### config.mk
export PLATFORM = sky130hd
export DESIGN_NAME = predictor_update_ctrl
export DESIGN_NICKNAME = d
export VERILOG_FILES = /design/src/rtl/rv32i_types_pkg.sv /design/src/rtl/pred_update_fifo.sv /design/src/rtl/predictor_update_ctrl.sv
export SDC_FILE = /design/constraint.sdc
export NUM_CORES = 1
export LEC_CHECK = 0
export BUFFER_PORTS_ARGS = -buffer_cell sky130_fd_sc_hd__clkbuf_2
export CELL_PAD_IN_SITES_DETAIL_PLACEMENT = 0
export CELL_PAD_IN_SITES_GLOBAL_PLACEMENT = 1
export CORE_MARGIN = 4
export CORE_UTILIZATION = 30
export DETAILED_ROUTE_END_ITERATION = 16
export HOLD_SLACK_MARGIN = 0.08
export PLACE_DENSITY = 0.63
export SYNTH_ARGS = -nofsm -noshare
export SYNTH_HDL_FRONTEND = slang
export SYNTH_SLANG_ARGS = --single-unit
### constraint.sdc
create_clock -name CLK -period 5.1 [get_ports CLK]
set_input_delay 0.765 -clock CLK [delete_from_list [all_inputs] [get_ports CLK]]
set_output_delay 0.765 -clock CLK [all_outputs]
set_load 0.01 [all_outputs]
### src/rtl/rv32i_types_pkg.sv
// Shared RV32I types, plus the queued predictor-update record and the update-controller state.
package rv32i_types_pkg;

    typedef logic [31:0] word_t;

    typedef struct packed {
        logic  prediction;
        logic  branch_result;
        word_t pc;
        word_t target;
        logic  direction;
    } pred_update_t;

    typedef enum logic [1:0] {
        IDLE,
        ISSUE,
        DRAIN,
        DRAINED
    } pred_upd_state_t;

endpackage

### src/rtl/pred_update_fifo.sv
// DEPTH-entry FIFO of pred_update_t with full/empty/count; pointers wrap modulo DEPTH.
module pred_update_fifo
    import rv32i_types_pkg::*;
#(
    parameter int DEPTH = 4
) (
    input  logic                       CLK,
    input  logic                       nRST,
    input  logic                       push,
    input  pred_update_t               wdata,
    input  logic                       pop,
    output pred_update_t               rdata,
    output logic                       full,
    output logic                       empty,
    output logic [$clog2(DEPTH):0]     count
);

    localparam int PTR_W = $clog2(DEPTH);

    pred_update_t     mem_q [DEPTH];
    pred_update_t     mem_d [DEPTH];
    logic [PTR_W-1:0] wr_ptr_q, wr_ptr_d;
    logic [PTR_W-1:0] rd_ptr_q, rd_ptr_d;
    logic [PTR_W:0]   count_q, count_d;

    always_comb begin
        mem_d    = mem_q;
        wr_ptr_d = wr_ptr_q;
        rd_ptr_d = rd_ptr_q;
        if (push) begin
            mem_d[wr_ptr_q] = wdata;
            wr_ptr_d        = wr_ptr_q + PTR_W'(1);
        end
        if (pop) begin
            rd_ptr_d = rd_ptr_q + PTR_W'(1);
        end
        count_d = count_q + (PTR_W+1)'(push) - (PTR_W+1)'(pop);
    end

    // Storage carries no reset; only the pointers and count define what is valid.
    always_ff @(posedge CLK) begin
        mem_q <= mem_d;
    end

    always_ff @(posedge CLK or negedge nRST) begin
        if (!nRST) begin
            wr_ptr_q <= '0;
            rd_ptr_q <= '0;
            count_q  <= '0;
        end else begin
            wr_ptr_q <= wr_ptr_d;
            rd_ptr_q <= rd_ptr_d;
            count_q  <= count_d;
        end
    end

    assign rdata = mem_q[rd_ptr_q];
    assign full  = (count_q == (PTR_W+1)'(DEPTH));
    assign empty = (count_q == '0);
    assign count = count_q;

endmodule

### src/rtl/predictor_update_ctrl.sv
// Queues resolved branch/jump outcomes and issues them to the predictor update port.
// Optional `define PRED_STATS_EN adds saturating update / mispredict counters.
module predictor_update_ctrl
    import rv32i_types_pkg::*;
#(
    parameter int DEPTH = 4,
    parameter int CNT_W = 32
) (
    input  logic              CLK,
    input  logic              nRST,
    input  logic              ex_valid,
    output logic              ex_ready,
    input  logic              ex_is_branch,
    input  logic              ex_is_jump,
    input  logic              ex_prediction,
    input  logic              ex_branch_result,
    input  word_t             ex_pc,
    input  word_t             ex_target,
    input  logic              pred_busy,
    output logic              update_predictor,
    output logic              prediction,
    output logic              branch_result,
    output word_t             pc_to_update,
    output word_t             update_addr,
    output logic              direction,
    output logic              mispredict,
    input  logic              drain_req,
    output logic              drain_done
`ifdef PRED_STATS_EN
    ,
    output logic [CNT_W-1:0]  stat_updates,
    output logic [CNT_W-1:0]  stat_mispredicts
`endif
);

    localparam int CW = $clog2(DEPTH) + 1;

    pred_upd_state_t state_q, state_d;
    pred_update_t    fifo_wdata, fifo_rdata, issue_q, issue_d;
    logic            fifo_full, fifo_empty;
    logic [CW-1:0]   fifo_count, count_next;
    logic            push, pop;
    logic            ex_ready_q, ex_ready_d;
    logic            update_q, update_d;
    logic            mispredict_q, mispredict_d;

    pred_update_fifo #(.DEPTH(DEPTH)) u_fifo (
        .CLK   (CLK),
        .nRST  (nRST),
        .push  (push),
        .wdata (fifo_wdata),
        .pop   (pop),
        .rdata (fifo_rdata),
        .full  (fifo_full),
        .empty (fifo_empty),
        .count (fifo_count)
    );

    always_comb begin
        push = ex_valid && ex_ready_q && (ex_is_branch || ex_is_jump) && !drain_req;
        pop  = ((state_q == ISSUE) || (state_q == DRAIN)) && !fifo_empty && !pred_busy;

        fifo_wdata.prediction    = ex_prediction;
        fifo_wdata.branch_result = ex_branch_result;
        fifo_wdata.pc            = ex_pc;
        fifo_wdata.target        = ex_target;
        fifo_wdata.direction     = (ex_target < ex_pc);

        count_next = fifo_count + CW'(push) - CW'(pop);

        state_d = state_q;
        unique case (state_q)
            IDLE: begin
                if (drain_req)  state_d = DRAINED;
                else if (push)  state_d = ISSUE;
            end
            ISSUE: begin
                if (drain_req)              state_d = DRAIN;
                else if (count_next == '0)  state_d = IDLE;
            end
            DRAIN: begin
                if (count_next == '0) state_d = DRAINED;
            end
            DRAINED: begin
                if (!drain_req) state_d = IDLE;
            end
            default: state_d = IDLE;
        endcase

        // Registered so ex_ready never depends on this cycle's pop, and reads 0 under reset.
        ex_ready_d = (count_next != CW'(DEPTH)) && ((state_d == IDLE) || (state_d == ISSUE));

        update_d     = pop;
        issue_d      = pop ? fifo_rdata : issue_q;
        mispredict_d = pop && (fifo_rdata.prediction != fifo_rdata.branch_result);
    end

    always_ff @(posedge CLK or negedge nRST) begin
        if (!nRST) begin
            state_q      <= IDLE;
            ex_ready_q   <= 1'b0;
            update_q     <= 1'b0;
            mispredict_q <= 1'b0;
            issue_q      <= '0;
        end else begin
            state_q      <= state_d;
            ex_ready_q   <= ex_ready_d;
            update_q     <= update_d;
            mispredict_q <= mispredict_d;
            issue_q      <= issue_d;
        end
    end

    assign ex_ready         = ex_ready_q;
    assign update_predictor = update_q;
    assign mispredict       = mispredict_q;
    assign prediction       = issue_q.prediction;
    assign branch_result    = issue_q.branch_result;
    assign pc_to_update     = issue_q.pc;
    assign update_addr      = issue_q.target;
    assign direction        = issue_q.direction;
    assign drain_done       = (state_q == DRAINED);

`ifdef PRED_STATS_EN
    logic [CNT_W-1:0] stat_upd_q, stat_upd_d;
    logic [CNT_W-1:0] stat_mis_q, stat_mis_d;

    always_comb begin
        stat_upd_d = stat_upd_q;
        stat_mis_d = stat_mis_q;
        if (update_q && (stat_upd_q != '1))     stat_upd_d = stat_upd_q + CNT_W'(1);
        if (mispredict_q && (stat_mis_q != '1)) stat_mis_d = stat_mis_q + CNT_W'(1);
    end

    always_ff @(posedge CLK or negedge nRST) begin
        if (!nRST) begin
            stat_upd_q <= '0;
            stat_mis_q <= '0;
        end else begin
            stat_upd_q <= stat_upd_d;
            stat_mis_q <= stat_mis_d;
        end
    end

    assign stat_updates     = stat_upd_q;
    assign stat_mispredicts = stat_mis_q;
`endif

endmodule

==> results.toml <==
[global_route]
grt_antenna_before_repair = 0
grt_usage_pct = 11.9
grt_pass1_vias = 7061
grt_max_degree = 59
grt_pass1_wl_mm = 43.3
grt_overflow_total = 0

[critical_path]
critPathSlowestCell = "dfrtp_1"
crit_cells = 13
crit_arrival_ps = 3520
cp_cell_sequence = "inv_1, ha_1, nor3b_2, ha_1, inv_1, ha_1, inv_1, fa_1, xnor2_1, xnor2_1, or3_1, a32o_1, o32a_1"
reg2reg_depth = 13
cp_top_family = "adder cells"
crit_path_max_fanout = 6
cp-start-kind = "flop"
criticalPathCategory = "flop to flop"
crit_required_ps = 5520
critPathMaxStageDelay_ps = 430
critical_path.n_buffers_inverters = 3
reg2reg_slack_ps = 2000
endpoint_kind = "flop"

[route]
top_layer = "met4"
ant_nets = 0
routed_wl_mm = 28.5
drc = 0
num_vias = 6505
wl_met3_mm = 1.42
via_per_inst = 4.47
wl_met2_mm = 13.8
first_iter_violations = 340
wl_per_cell_um = 19.6
dr.pass1.iters = 4
wl_met1_mm = 12.7

[sta]
tightest_slew_ps = 999
min_period_ps = 3100
setup_viol = 0
rsz0062_at_grt = "no"
setup_ws_ps = 2000
fin_setup_tns_ps = 0
final_max_slew_viol_count = 0
whs_ps = 262
finalCritPeriodShare_pct = 60.7
finalClockSkew_ps = 21.1
finalHoldViolCount = 0
slew_headroom_pct = 33.4
max_freq_ghz = 0.323

[cts]
cts_root_buf = "clkbuf_16"
cts_hold_buf = 0
path_clk_slew_ps = 60
tritoncts = "yes"
post_cts_resized = 0
clkSinkCount = 347
cts_max_level = 2
cts_buffers = 38
cts_setup_buffers = 0
cts_buffer_depth = 3
clock_latency_ps = 550

[synth]
synth_top_area_share_pct = 59.4
ys.flop_type = "edfxtp_1"
syn_area_mm2 = 0.0136
yosysMostFrequentCell = "edfxtp_1"
ys_ff_latch = 347
syn_avg_cell_area_um2 = 20.4
yosysUniqueCellTypes = 37
synth_warnings = 0
synthCells = 663
ys_top_cells_by_count = "edfxtp_1, dfrtp_1, mux2_2, mux4_2, ha_1"
async_flop_share_pct = 22.8
ys_top_cells_by_area = "edfxtp_1, dfrtp_1, mux4_2"
ys_seq_area_share_pct = 73.9
synth_edf_count = 268
synth_fp_nets = 778
netlist.top_cell.by_area = "edfxtp_1"

[floorplanning]
start_util_pct = 30.5
io_pins = 144
die_area_mm2 = 0.0487
core_mm2 = 0.0444
rows = 77
die_w_um = 221
die_h_um = 221

[place]
portBuffers = 143
dp_hpwl_mm = 17.3
place_inst = 1385
gp_congestion = 0.690
dpl_worst_slack_ps = 1700

[pwr]
p_sw_mw = 2.45
leakagePower_nw = 5.98
switching_share_pct = 28.0
p_seq_share_pct = 44.3
clkPwrFrac_pct = 30.8
p_int_mw = 6.28
p_per_area_mw_per_mm2 = 537
p_comb_share_pct = 24.9
ir_worst_vdd_mv = 0.287

[run]
drv_cap = 0

[finish]
final_layout_size_suffix_gt1_share_pct = 40.7
seq_area_mm2 = 0.0100
fill_cells = 4168
multiInputGateArea_mm2 = 0.00327
fin_nets = 948
utilization_pct = 36.6
syn_to_final_growth_pct = 19.8
finalNonFillerCells = 1456

[min_path]
hold_path_class = "input port to async pin"

[run_status]
status = "finished clean"
## worst paths after layout
path,from,end
hold reg to reg,branch_result,branch_result
setup reg to reg,state_q[0],state_q[0]
setup / recovery,state_q[0],state_q[0]
max in group asynchronous,nRST,u_fifo.rd_ptr_q[0]
hold / removal,nRST,pc_to_update[4]
min in group CLK,ex_prediction,u_fifo.mem_q[133]
## cell usage in the layout, fill, tap and decap left out, types with 12 or more instances in the layout
cell,instances
dfrtp_1,77
edfxtp_1,268
inv_1,40
mux2_2,67
clkbuf_2,142
nand2_1,12
clkbuf_16,39
ha_1,41
mux4_2,67
## cells by family after synthesis
group | Yosys count | synth area share, %
AND/OR/NAND/NOR | 39 | 1.50
adder cells (fa/ha/maj) | 42 | 3.93
multiplexers | 135 | 16.8
AO/OA/AOI/OAI | 30 | 1.46
flip-flops | 347 | 73.9
buffers and inverters | 64 | 2.02
XOR/XNOR | 6 | 0.388
## cell type report
| cell class | instances | area share, % |
|---|---|---|
| antenna | 1 | 0.0154 |
| clock buffer | 52 | 6.43 |
| clock inverter | 18 | 1.15 |
| inverter | 40 | 0.924 |
| multi-input combinational | 252 | 20.2 |
| sequential | 347 | 61.8 |
| tap | 592 | 4.56 |
| timing repair buffer | 154 | 5.01 |
## metal layers
metal	vias up	GRT usage (%)
met5	-	0
met3	37	2.76
met1	3369	15.5
met4	0	3.85
met2	133	19.7
li1	2966	-
## stage by stage
| step | area (um2) | total power, mW |
|---|---|---|
| global route | 16200 | 9.24 |
| global placement | 15000 | 6.15 |
| CTS | 16200 | 8.93 |
| finish | 16200 | 8.73 |
| detailed placement | 15000 | 6.18 |
| floorplan | 13600 | 5.37 |
## worst reg2reg max path, stage by stage, from the launching register on
cell     delay, ps
dfrtp_1        430
inv_1          110
ha_1           270
nor3b_2        190
ha_1           260
inv_1           60
ha_1           130
inv_1           50
fa_1           370
xnor2_1        140
xnor2_1        150
or3_1          340
a32o_1         210
o32a_1         270
## sequential cells by signal (all words and copies together) (netlist names)
signal / flops
update_predictor: 1
update_addr: 32
mispredict: 1
direction: 1
branch_result: 1
state_q: 2
ex_ready: 1
u_fifo.count: 3
u_fifo.mem_q: 268
prediction: 1
u_fifo.rd_ptr_q: 2
u_fifo.wr_ptr_q: 2
pc_to_update: 32
## power by group through the flow
stage | Combinational (mW) | Clock (mW) | Sequential, mW
floorplan | 1.53 | 0 | 3.84
global placement | 2.22 | 0 | 3.93
detailed placement | 2.23 | 0 | 3.95
CTS | 2.24 | 2.79 | 3.90
global route | 2.39 | 2.90 | 3.95
finish | 2.17 | 2.69 | 3.86
No activity file was read; power rests on OpenSTA's default activity.
